--- src/rtl/sram_port_arbiter.sv ---
// sram_port_arbiter: shares one single-port SRAM wrapper between NUM_PORTS
// requesters. After reset it optionally zero-fills the array (INIT), then
// grants one access per cycle round-robin (RUN) and routes read data back
// to the port that issued the read.
//
// Ports:
//   clk_i, rst_i        clock, synchronous active-high reset
//   req_i/we_i          per-port request and write enable
//   addr_i/wdata_i/be_i per-port address, write data, byte enables
//   gnt_o               one-hot grant (combinational from req_i)
//   rvalid_o            per-port one-cycle read-response strobe
//   rdata_o             read data, broadcast, pass-through of sram_rdata_i
//   init_done_o         array usable
//   sram_*              SRAM wrapper request side / read data
module sram_port_arbiter #(
   parameter int unsigned NUM_PORTS  = 2,
   parameter int unsigned DATA_WIDTH = 64,
   parameter int unsigned NUM_WORDS  = 256,
   parameter int unsigned READ_LAT   = 1,
   parameter int unsigned INIT_ZERO  = 1,
   localparam int unsigned AW = $clog2(NUM_WORDS),
   localparam int unsigned BW = (DATA_WIDTH + 7) / 8
) (
   input  logic                                  clk_i,
   input  logic                                  rst_i,
   input  logic [NUM_PORTS-1:0]                  req_i,
   input  logic [NUM_PORTS-1:0]                  we_i,
   input  logic [NUM_PORTS-1:0][AW-1:0]          addr_i,
   input  logic [NUM_PORTS-1:0][DATA_WIDTH-1:0]  wdata_i,
   input  logic [NUM_PORTS-1:0][BW-1:0]          be_i,
   output logic [NUM_PORTS-1:0]                  gnt_o,
   output logic [NUM_PORTS-1:0]                  rvalid_o,
   output logic [DATA_WIDTH-1:0]                 rdata_o,
   output logic                                  init_done_o,
   output logic                                  sram_req_o,
   output logic                                  sram_we_o,
   output logic [AW-1:0]                         sram_addr_o,
   output logic [DATA_WIDTH-1:0]                 sram_wdata_o,
   output logic [BW-1:0]                         sram_be_o,
   input  logic [DATA_WIDTH-1:0]                 sram_rdata_i
);

   localparam int unsigned PW = $clog2(NUM_PORTS);

   typedef enum logic {
      ST_INIT = 1'b0,
      ST_RUN  = 1'b1
   } state_e;

   state_e                       state_q;
   state_e                       state_d;
   logic [AW-1:0]                init_addr_q;
   logic [PW-1:0]                rr_ptr_q;
   logic [PW-1:0]                win_c;
   logic                         any_c;
   logic                         rd_issue_c;
   logic [READ_LAT-1:0]          rd_vld_q;
   logic [READ_LAT-1:0][PW-1:0]  rd_id_q;

   // Round-robin search starting at rr_ptr_q; first requester found wins.
   always_comb begin : arb
      int unsigned idx;
      idx   = 0;
      any_c = 1'b0;
      win_c = '0;
      gnt_o = '0;
      if (state_q == ST_RUN && !rst_i) begin
         for (int unsigned i = 0; i < NUM_PORTS; i++) begin
            idx = (32'(rr_ptr_q) + i) % NUM_PORTS;
            if (!any_c && req_i[PW'(idx)]) begin
               any_c = 1'b1;
               win_c = PW'(idx);
            end
         end
      end
      if (any_c) begin
         gnt_o[win_c] = 1'b1;
      end
   end

   // Next state and SRAM request mux; outputs are quiet while in reset.
   always_comb begin : ctrl
      state_d      = state_q;
      sram_req_o   = 1'b0;
      sram_we_o    = 1'b0;
      sram_addr_o  = '0;
      sram_wdata_o = '0;
      sram_be_o    = '0;
      if (!rst_i) begin
         case (state_q)
            ST_INIT: begin
               sram_req_o  = 1'b1;
               sram_we_o   = 1'b1;
               sram_addr_o = init_addr_q;
               sram_be_o   = '1;
               if (init_addr_q == AW'(NUM_WORDS - 1)) begin
                  state_d = ST_RUN;
               end
            end
            ST_RUN: begin
               if (any_c) begin
                  sram_req_o   = 1'b1;
                  sram_we_o    = we_i[win_c];
                  sram_addr_o  = addr_i[win_c];
                  sram_wdata_o = wdata_i[win_c];
                  sram_be_o    = be_i[win_c];
               end
            end
         endcase
      end
   end

   // State register
   always_ff @(posedge clk_i) begin
      if (rst_i) begin
         state_q <= (INIT_ZERO != 0) ? ST_INIT : ST_RUN;
      end else begin
         state_q <= state_d;
      end
   end

   // Sweep address for the zero-fill
   always_ff @(posedge clk_i) begin
      if (rst_i) begin
         init_addr_q <= '0;
      end else if (state_q == ST_INIT) begin
         init_addr_q <= (init_addr_q == AW'(NUM_WORDS - 1)) ? '0 : init_addr_q + AW'(1);
      end
   end

   // Pointer moves just past the winner; holds when nothing is granted
   always_ff @(posedge clk_i) begin
      if (rst_i) begin
         rr_ptr_q <= '0;
      end else if (any_c) begin
         rr_ptr_q <= (win_c == PW'(NUM_PORTS - 1)) ? '0 : win_c + PW'(1);
      end
   end

   assign rd_issue_c = any_c && !we_i[win_c];

   // {valid, port id} travels alongside the SRAM read latency
   always_ff @(posedge clk_i) begin
      if (rst_i) begin
         rd_vld_q <= '0;
         rd_id_q  <= '0;
      end else begin
         rd_vld_q[0] <= rd_issue_c;
         rd_id_q[0]  <= win_c;
         for (int unsigned s = 1; s < READ_LAT; s++) begin
            rd_vld_q[s] <= rd_vld_q[s-1];
            rd_id_q[s]  <= rd_id_q[s-1];
         end
      end
   end

   // Reset squashes a response already at the pipeline output
   always_comb begin : resp
      rvalid_o = '0;
      for (int unsigned k = 0; k < NUM_PORTS; k++) begin
         rvalid_o[k] = !rst_i && rd_vld_q[READ_LAT-1] && (rd_id_q[READ_LAT-1] == PW'(k));
      end
   end

   assign rdata_o     = sram_rdata_i;
   assign init_done_o = rst_i ? (INIT_ZERO == 0) : (state_q == ST_RUN);

endmodule

--- config.mk ---
export PLATFORM = sky130hd
export DESIGN_NAME = sram_port_arbiter
export DESIGN_NICKNAME = d
export VERILOG_FILES = /design/src/rtl/sram_port_arbiter.sv
export SDC_FILE = /design/constraint.sdc
export NUM_CORES = 1
export LEC_CHECK = 0
export ABC_AREA = 1
export BUFFER_PORTS_ARGS = -buffer_cell sky130_fd_sc_hd__buf_4
export CAP_MARGIN = 0
export CORE_AREA = 2 2 148 150
export CTS_CLUSTER_DIAMETER = 100
export CTS_CLUSTER_SIZE = 8
export DETAILED_ROUTE_END_ITERATION = 12
export DIE_AREA = 0 0 150 152
export GPL_ROUTABILITY_DRIVEN = 1
export GPL_TIMING_DRIVEN = 0
export MAX_ROUTING_LAYER = met4
export PLACE_DENSITY = 0.44
export RECOVER_POWER = 100
export SLEW_MARGIN = 15
export SYNTH_ARGS = -nofsm -noshare
export SYNTH_HDL_FRONTEND = slang
export SYNTH_SLANG_ARGS = --single-unit
--- constraint.sdc ---
create_clock -name clk_i -period 1.8 [get_ports clk_i]
set_input_delay 0 -clock clk_i [delete_from_list [all_inputs] [get_ports clk_i]]
set_output_delay 0 -clock clk_i [all_outputs]
set_load 0.01 [all_outputs]
==> results.sh, run 1 <==
export IMPL_ir_worst_vdd_mv=0.337
export IMPL_yosysUniqueCellTypes=23
export IMPL_p_switching_mw=0.326
export IMPL_first_pass_iters=5
export IMPL_pwr_share_clk_pct=35.0
export IMPL_ios=381
export IMPL_drive_gt1_share_pct=41.8
export IMPL_grtUsageMet3_pct=1.95
export IMPL_grt_max_degree=11
export IMPL_synthCells=455
export IMPL_final_common_cell="buf_4"
export IMPL_synth_ff_latch_count=12
export IMPL_timing_final_crit_share_pct=93.1
export IMPL_grt_pass1_wl_um=20900
export IMPL_layout_common_cells="buf_4, nand2_1, clkbuf_1, nand3_1, inv_1"
export IMPL_required_ns=1.80
export IMPL_clk_path_buf_depth=2
export IMPL_worstHoldPathType="primary input to flop"
export IMPL_crit_type="flop to primary output"
export IMPL_top_usage_layer="met2"
export IMPL_vias=3823
export IMPL_nNetsFinal=1012
export IMPL_synth_seq_area_share_pct=10.2
export IMPL_holdPathStages=4
export IMPL_start_kind="flop"
export IMPL_fin_cells=1060
export IMPL_initial_core_util_pct=11.0
export IMPL_core_rowCount=54
export IMPL_critPathArrivalTime_ns=1.68
export IMPL_use_met2_pct=22.4
export IMPL_cp_max_fo=10
export IMPL_drt_total_wl_um=14900
export IMPL_multiInputGateArea_mm2=0.00138
export IMPL_areaGrowthSynthToFinish_pct=106
export IMPL_swShare_pct=25.0
export IMPL_fillCellCount=2616
export IMPL_dieHeight_um=152
export IMPL_hold_start="we_i[1]"
export IMPL_die_w_um=150
export IMPL_hold_buffers=0
export IMPL_max_slew_margin_pct=61.4
export IMPL_diodes=0
export IMPL_crit_path_end_kind="primary output"
export IMPL_power_frac_comb_pct=43.6
export IMPL_synth_warnings=0
export IMPL_status="finished, final reports clean"
export IMPL_period_minus_slack_ns=1.68
export IMPL_seqPwrFrac_pct=21.4
export IMPL_drt_iter0_drc=106
export IMPL_r2r_start="init_addr_q[1]"
export IMPL_hold_violations=0
export IMPL_finalClockSkew_ns=0.00401
export IMPL_gp_congestion=0.803
export IMPL_grtUsageTotal_pct=12.1
export IMPL_cts_root_buf="clkbuf_16"
export IMPL_r2r_cells=6
export IMPL_fin_tns_setup_ns=0
export IMPL_whs_endpoint="rd_vld_q"
export IMPL_portBuffers=316
export IMPL_rsz0062_at_grt="false"
export IMPL_cts_max_level=1
export IMPL_dpl_hpwl_um=13000
export IMPL_cts_tree="done"
export IMPL_place_inst=1051
export IMPL_maxCapViolCount=0
export IMPL_viasPerCell=3.61
export IMPL_postRouteAntennaNets=0
export IMPL_grt_use_met1_pct=13.8
export IMPL_p_leak_nw=2.71
export IMPL_syn_nets=686
export IMPL_slew_violations=0
export IMPL_r2r_end="init_addr_q[7]"
export IMPL_setup_violations_final=0
export IMPL_antenna_found_initial=0
export IMPL_syn_cell_area_mm2=0.00236
export IMPL_clkSlewWorstSetupHoldPaths_ns=0.05
export IMPL_grt_overflow=0
export IMPL_clock_latency_ns=0.24
export IMPL_synth_avg_cell_area_um2=5.18
export IMPL_clock_sinks=12
export IMPL_wl_per_cell_um=14.0
export IMPL_dieArea_mm2=0.0228
export IMPL_regToRegSetupSlack_ns=0.40
export IMPL_cell_internal_pwr_mw=0.980
export IMPL_seq_area_um2=240
export IMPL_numCtsBuffers=3
export IMPL_timing_fmax_mhz=597
export IMPL_grt_pass1_vias=3734
export IMPL_power_density_mw_per_mm2=269
export IMPL_core_region_area_mm2=0.0214
export IMPL_post_route_drc_count=0
export IMPL_tightest_slew_ns=0.579
==> synth_stat cells, drive strengths merged <==
cell type / instances / area share [%]
nand2: 251 / 41
buf: 83 / 27
nand3: 33 / 7.0
inv: 28 / 4.6
nor2: 26 / 5.5
dfxtp: 12 / 10
a21oi: 8 / 1.7
o21ai: 5 / 1.1
clkbuf: 2 / 0.32
nand4: 2 / 0.53
xnor2: 2 / 0.74
a211oi: 1 / 0.32
ha: 1 / 0.53
xor2: 1 / 0.37
==> through the flow <==
stage / hold WS, ns / instance area [um^2] / utilization, % / setup WS (ns) / total power [mW]
global placement: 0.176 / 5080 / 23.8 / 0.173 / 0.917
global route: 0.0635 / 4860 / 22.8 / 0.00418 / 1.38
finish: 0.0524 / 4860 / 22.8 / 0.124 / 1.31
floorplan: 0.0356 / 2360 / - / 0.629 / 0.488
CTS: 0.0485 / 5210 / 24.4 / 0.00640 / 1.38
detailed placement: 0.177 / 5080 / 23.8 / 0.179 / 0.920
==> per-layer routing <==
metal  routed length, um  part of all wire (%)  vias to the layer above
met5                   0                     0                        -
met4                 112                  0.75                        0
met3                1080                   7.3                       11
met2                7730                    52                      176
met1                5920                    40                     1672
li1                    -                     -                     1964
==> cell families after synthesis <==
logic type | count (synthesis) | synth area share [%]
simple gates | 312 | 53.7
buf+inv | 113 | 31.4
compound gates | 14 | 3.08
flops | 12 | 10.2
xor+xnor | 3 | 1.11
fa+ha+maj | 1 | 0.530
==> critical path, stage by stage (launching register included) <==
cell and delay (ns):
dfxtp_1 0.32, buf_6 0.14, nand2_4 0.10, nor2_8 0.15
buf_12 0.11, buf_4 0.16, nand3_1 0.08, nand3_1 0.13
nand2_1 0.07, inv_1 0.06, buf_4 0.11
==> layout make-up <==
cell class	count	share of cell area (%)
flip-flops and latches	12	4.94
clock buffers	4	1.83
well taps	280	7.21
repair buffers	321	42.0
inverters	28	2.32
plain buffers	85	13.3
multi-input cells	330	28.4
==> how the worst max path moves through the flow <==
stage	start	end	slack [ns]	depth (start not counted)
floorplan	init_addr_q[0]	init_addr_q[7]	0.63	6
global placement	rr_ptr_q	sram_wdata_o[60]	0.17	8
detailed placement	rr_ptr_q	sram_wdata_o[60]	0.18	8
CTS	rr_ptr_q	sram_wdata_o[45]	0.006	10
global route	rr_ptr_q	sram_wdata_o[21]	0.004	9
finish	state_q	sram_addr_o[5]	0.12	10
==> power groups by stage <==
stage	clock [mW]	sequential (mW)	combinational, mW
after global routing	0.485	0.279	0.620
after global placement	0	0.284	0.634
after detailed placement	0	0.284	0.636
final	0.457	0.279	0.570
after CTS	0.466	0.279	0.639
after floorplan	0	0.282	0.206
==> repair_timing <==
action | in CTS | in global routing
pin swaps | 1 | 3
buffers inserted | 2 | 3
endpoints found under the setup margin | 21 | 76
hold endpoints to repair | 0 | 0
resized for setup | 3 | 7
==> flip-flops by register name (all words and copies together), names as in the netlist <==
signal,cells
rd_vld_q,1
rr_ptr_q,1
state_q,1
rd_id_q,1
init_addr_q,8
Note: power is estimated with default switching activity, not from simulation.
==> run 2: changes to the inputs <==
--- a/config.mk
+++ b/config.mk
@@ -9,4 +9,6 @@
 export BUFFER_PORTS_ARGS = -buffer_cell sky130_fd_sc_hd__buf_4
 export CAP_MARGIN = 0
+export CELL_PAD_IN_SITES_DETAIL_PLACEMENT = 1
+export CELL_PAD_IN_SITES_GLOBAL_PLACEMENT = 1
 export CORE_AREA = 2 2 148 150
 export CTS_CLUSTER_DIAMETER = 100
@@ -17,5 +19,5 @@
 export GPL_TIMING_DRIVEN = 0
 export MAX_ROUTING_LAYER = met4
-export PLACE_DENSITY = 0.44
+export PLACE_DENSITY = 0.68
 export RECOVER_POWER = 100
 export SLEW_MARGIN = 15
==> constraint.sdc (replaced) <==
create_clock -name clk_i -period 1.8 [get_ports clk_i]
set_input_delay 0.09 -clock clk_i [delete_from_list [all_inputs] [get_ports clk_i]]
set_output_delay 0.09 -clock clk_i [all_outputs]
set_load 0.01 [all_outputs]
==> run 2 against run 1 <==
Effect of this change:
- combinational power is 3% higher
- sequential share of layout area is 0.20 points lower
- sequential power hardly changed
- wire length is 6.2% higher
- via count is 1.0% higher
- cell count is 0.94% higher
- critical path type unchanged
- count of clock-buffer cells in the layout is 1 lower
==> results.sh, run 2 (synthesis results as in run 1) <==
export IMPL_post_route_drc_count=0
export IMPL_max_slew_margin_pct=62.3
export IMPL_drive_gt1_share_pct=45.9
export IMPL_grt_max_degree=11
export IMPL_cp_max_fo=10
export IMPL_cp_slowest_stage_delay_ns=0.31
export IMPL_r2r_end="init_addr_q[7]"
export IMPL_setup_violations_final=0
export IMPL_clock_latency_ns=0.24
export IMPL_final_cell_area_mm2=0.00512
export IMPL_clk_path_buf_depth=2
export IMPL_layout_setup_ws_ns=0.122
export IMPL_drt_total_wl_um=15800
export IMPL_timing_fmax_mhz=596
export IMPL_largest_reg_flops=8
export IMPL_ios=381
export IMPL_p_leak_nw=2.86
export IMPL_grtUsageTotal_pct=12.9
export IMPL_timing_final_crit_share_pct=93.2
export IMPL_portBuffers=316
export IMPL_start_kind="flop"
export IMPL_antenna_found_initial=3
export IMPL_final_common_cell="buf_4"
export IMPL_core_region_area_mm2=0.0214
export IMPL_place_area_mm2=0.00508
export IMPL_nNetsFinal=1020
export IMPL_areaGrowthSynthToFinish_pct=117
export IMPL_hold_violations=0
export IMPL_regToRegSetupSlack_ns=0.41
export IMPL_crit_path_end_kind="primary output"
export IMPL_worstHoldPathType="primary input to flop"
export IMPL_slowest_stage="dfxtp_2"
export IMPL_power_density_mw_per_mm2=249
export IMPL_critPathArrivalTime_ns=1.59
export IMPL_core_rowCount=54
export IMPL_viasPerCell=3.61
export IMPL_place_ws_ns=0.00236
export IMPL_grt_pass1_wl_um=22300
export IMPL_r2r_cells=6
export IMPL_ir_worst_vdd_mv=0.413
export IMPL_clock_sinks=12
export IMPL_cts_root_buf="clkbuf_16"
export IMPL_cts_tree="done"
export IMPL_period_minus_slack_ns=1.68
export IMPL_numCtsBuffers=3
export IMPL_die_w_um=150
export IMPL_regMostFlops="init_addr_q"
export IMPL_clkSlewWorstSetupHoldPaths_ns=0.04
export IMPL_postRouteAntennaNets=0
export IMPL_slew_violations=0
export IMPL_grt_overflow=0
export IMPL_fin_tns_setup_ns=0
export IMPL_tightest_slew_ns=0.565
export IMPL_drt_iter0_drc=97
export IMPL_dpl_hpwl_um=13600
export IMPL_first_pass_iters=4
export IMPL_finalClockSkew_ns=0.000534
export IMPL_crit_type="flop to primary output"
export IMPL_vias=3863
export IMPL_cts_max_level=1
export IMPL_path_cells="buf_6, nand2_8, nor2_8, nand2_4, inv_8, buf_6, nand2_1, nand2_1, buf_4"
export IMPL_holdPathStages=4
export IMPL_hold_start="we_i[1]"
export IMPL_required_ns=1.71
export IMPL_wl_per_cell_um=14.7
export IMPL_hold_buffers=0
export IMPL_crit_family="buffers and inverters"
export IMPL_grt_pass1_vias=3876
export IMPL_layout_common_cells="buf_4, nand2_1, clkbuf_1, nand3_1, inv_1"
export IMPL_r2r_start="init_addr_q[0]"
export IMPL_gp_congestion=0.837
export IMPL_maxCapViolCount=0
export IMPL_dieArea_mm2=0.0228
export IMPL_dieHeight_um=152
export IMPL_initial_core_util_pct=11.0
export IMPL_cp_num_buf_inv=4
export IMPL_status="finished, final reports clean"
export IMPL_whs_endpoint="rd_vld_q"
-- run 2: worst min-delay path: cells and delay by family --
| family | cells | cell delay [ns] |
|---|---|---|
| simple gates | 3 | 0.20 |
| buf+inv | 1 | 0.07 |
-- run 2: stage by stage --
stage	total power, mW	util [%]	instances	hold slack [ns]
after floorplan	0.488	-	455	0.216
after global placement	0.923	23.8	1051	0.357
after detailed placement	0.930	23.8	1051	0.358
after CTS	1.34	24.6	1061	0.180
after global routing	1.34	24.0	1070	0.222
final	1.27	24.0	1070	0.170
-- run 2: worst max path at each step --
| stage | slack [ns] | start | to | cells after the start |
|---|---|---|---|---|
| after detailed placement | 0.002 | rr_ptr_q | sram_be_o[4] | 10 |
| after CTS | 0.007 | rr_ptr_q | sram_wdata_o[17] | 9 |
| after global routing | -0.005 | state_q | sram_be_o[3] | 8 |
| after global placement | 0.008 | rr_ptr_q | sram_be_o[4] | 10 |
| final | 0.12 | state_q | sram_wdata_o[18] | 9 |
| after floorplan | 0.54 | state_q | sram_addr_o[3] | 7 |
-- run 2: area by class of cell --
class	instances	area, um^2
plain buffers	85	669
clock buffers	3	75.1
multi-input cells	330	1400
fillers	2787	16200
inverters	28	113
flip-flops and latches	12	243
well taps	280	350
diodes	3	7.51
repair buffers	329	2260
-- run 2: timing repair --
action | 4_1_cts | 5_1_grt
buffers inserted | 7 | 5
pin swaps | 3 | 5
endpoints found under the hold margin | 0 | 0
endpoints found under the setup margin | 78 | 61
gates resized for setup | 11 | 14
gates cloned | 0 | 1
-- run 2: power by group --
part           switching [mW]  leakage (nW)  internal (mW)  total (mW)
combinational           0.209          2.73          0.379       0.588
sequential            0.00623        0.0983          0.273       0.279
clock                   0.117        0.0370          0.290       0.407
total                   0.333          2.86          0.941        1.27
-- run 2: routing by layer --
| metal | GRT usage [%] | vias up | share of wire [%] |
|---|---|---|---|
| met3 | 2.85 | 6 | 7.7 |
| li1 | - | 1979 | - |
| met5 | - | - | 0 |
| met2 | 23.5 | 157 | 53 |
| met4 | 1.62 | 0 | 0.56 |
| met1 | 14.7 | 1721 | 39 |
==> run 3: changes to the inputs <==
GPL_TIMING_DRIVEN = unset   (was 0)
==> run 3 against run 2 <==
Effect of this change:
- die area unchanged
- register-to-register slack got worse by 0.11 ns
- core utilization decreased by 4.6 points
- first-iteration DRC count increased by 31%
- sequential share of layout area increased by 1.1 points
- flip-flop and latch count unchanged
- largest power group is now clock
==> results.sh, run 3 (synthesis results as in run 1) <==
export IMPL_clkSlewWorstSetupHoldPaths_ns=0.04
export IMPL_ios=381
export IMPL_total_power_mw=1.11
export IMPL_layout_common_cells="nand2_1, buf_4, clkbuf_1, nand3_1, inv_1"
export IMPL_r2r_cells=6
export IMPL_cts_root_buf="clkbuf_16"
export IMPL_grt_pass1_wl_um=19100
export IMPL_r2r_end="init_addr_q[7]"
export IMPL_ir_worst_vdd_mv=0.295
export IMPL_finalClockSkew_ns=0.000836
export IMPL_clock_sinks=12
export IMPL_timing_fmax_mhz=577
export IMPL_grt_overflow=0
export IMPL_timing_final_crit_share_pct=96.2
export IMPL_slew_violations=0
export IMPL_crit_type="flop to primary output"
export IMPL_place_inst=911
export IMPL_core_region_area_mm2=0.0214
export IMPL_cts_tree="done"
export IMPL_multiInputGateArea_mm2=0.00139
export IMPL_final_common_cell="nand2_1"
export IMPL_status="finished, final reports clean"
export IMPL_wl_per_cell_um=14.9
export IMPL_drt_total_wl_um=13800
export IMPL_diodes=0
export IMPL_max_slew_margin_pct=74.0
export IMPL_cp_max_fo=22
export IMPL_worstHoldPathType="primary input to flop"
export IMPL_fillCellCount=2753
export IMPL_first_pass_iters=4
export IMPL_hold_start="we_i[1]"
export IMPL_layout_setup_ws_ns=0.0681
export IMPL_start_kind="flop"
export IMPL_regMostFlops="init_addr_q"
export IMPL_fin_cells=923
export IMPL_cts_max_level=1
export IMPL_portBuffers=252
export IMPL_seq_area_um2=241
export IMPL_setup_violations_final=0
export IMPL_core_rowCount=54
export IMPL_drive_gt1_share_pct=38.6
export IMPL_period_minus_slack_ns=1.73
export IMPL_maxCapViolCount=0
export IMPL_initial_core_util_pct=11.0
export IMPL_grt_max_degree=46
export IMPL_required_ns=1.71
export IMPL_p_leak_nw=2.28
export IMPL_dieArea_mm2=0.0228
export IMPL_hold_violations=0
export IMPL_fin_tns_setup_ns=0
export IMPL_place_ws_ns=0.238
export IMPL_crit_path_end_kind="primary output"
export IMPL_regToRegSetupSlack_ns=0.30
export IMPL_numCtsBuffers=3
export IMPL_post_route_drc_count=0
export IMPL_clk_path_buf_depth=2
export IMPL_drt_iter0_drc=127
export IMPL_grtUsageTotal_pct=10.9
export IMPL_whs_endpoint="rd_vld_q"
export IMPL_gp_congestion=0.804
export IMPL_critPathArrivalTime_ns=1.64
export IMPL_dieHeight_um=152
export IMPL_nNetsFinal=875
export IMPL_areaGrowthSynthToFinish_pct=75.9
export IMPL_vias=3391
export IMPL_tightest_slew_ns=0.389
export IMPL_postRouteAntennaNets=0
export IMPL_antenna_found_initial=0
export IMPL_largest_reg_flops=8
export IMPL_power_density_mw_per_mm2=268
export IMPL_die_w_um=150
export IMPL_clock_latency_ns=0.24
export IMPL_holdPathStages=4
export IMPL_grt_pass1_vias=3417
export IMPL_r2r_start="init_addr_q[0]"
export IMPL_dpl_hpwl_um=11200
export IMPL_viasPerCell=3.67
## run 3: per-stage QoR
stage	cell area [um^2]	hold slack, ns	utilization [%]
after detailed placement	4090	0.180	19.1
after CTS	4180	0.141	19.6
after global routing	4150	0.170	19.4
after floorplan	2360	0.216	-
after global placement	4090	0.180	19.1
final	4150	0.140	19.4
## run 3: layout make-up
type	count	share of cell area, %
repair buffers	269	47.6
multi-input cells	330	33.4
well taps	280	8.44
flip-flops and latches	12	5.82
inverters	28	2.65
clock buffers	4	2.14
## run 3: worst max-delay path, stage by stage (launching register included)
cell and delay, ns:
dfxtp_1 0.31, inv_1 0.07, nand2_2 0.09, nand2_4 0.08, nor2_4 0.15, clkbuf_2 0.20, clkbuf_16 0.21, nand2_1 0.06
nand2_1 0.07, clkbuf_1 0.15
## run 3: repair_timing
action	CTS	global route
gates resized for setup	1	3
cloned	0	3
setup endpoints to repair	6	54
setup buffers	0	5
hold buffers	0	0
pin swaps	0	1
## run 3: how the worst max path moves through the flow
stage             start          endpoint  cells past startpoint
4_1_cts        rr_ptr_q  sram_wdata_o[17]                      8
6_report       rr_ptr_q  sram_wdata_o[29]                      9
3_3_place_gp    state_q    sram_addr_o[6]                      8
5_1_grt        rr_ptr_q  sram_wdata_o[55]                      9
2_1_floorplan   state_q    sram_addr_o[3]                      7
3_5_place_dp    state_q  sram_wdata_o[17]                      6
## run 3: report_power, final
group          internal, mW  switching [mW]
Combinational         0.254           0.119
Clock                 0.336           0.125
Sequential            0.273         0.00654
Total                 0.862           0.251
## run 3: metal layers
| metal | global-route usage, % | part of all wire, % |
|---|---|---|
| met4 | 2.83 | 2.4 |
| met3 | 3.33 | 9.6 |
| met2 | 17.8 | 46 |
| met5 | - | 0 |
| met1 | 13.0 | 42 |
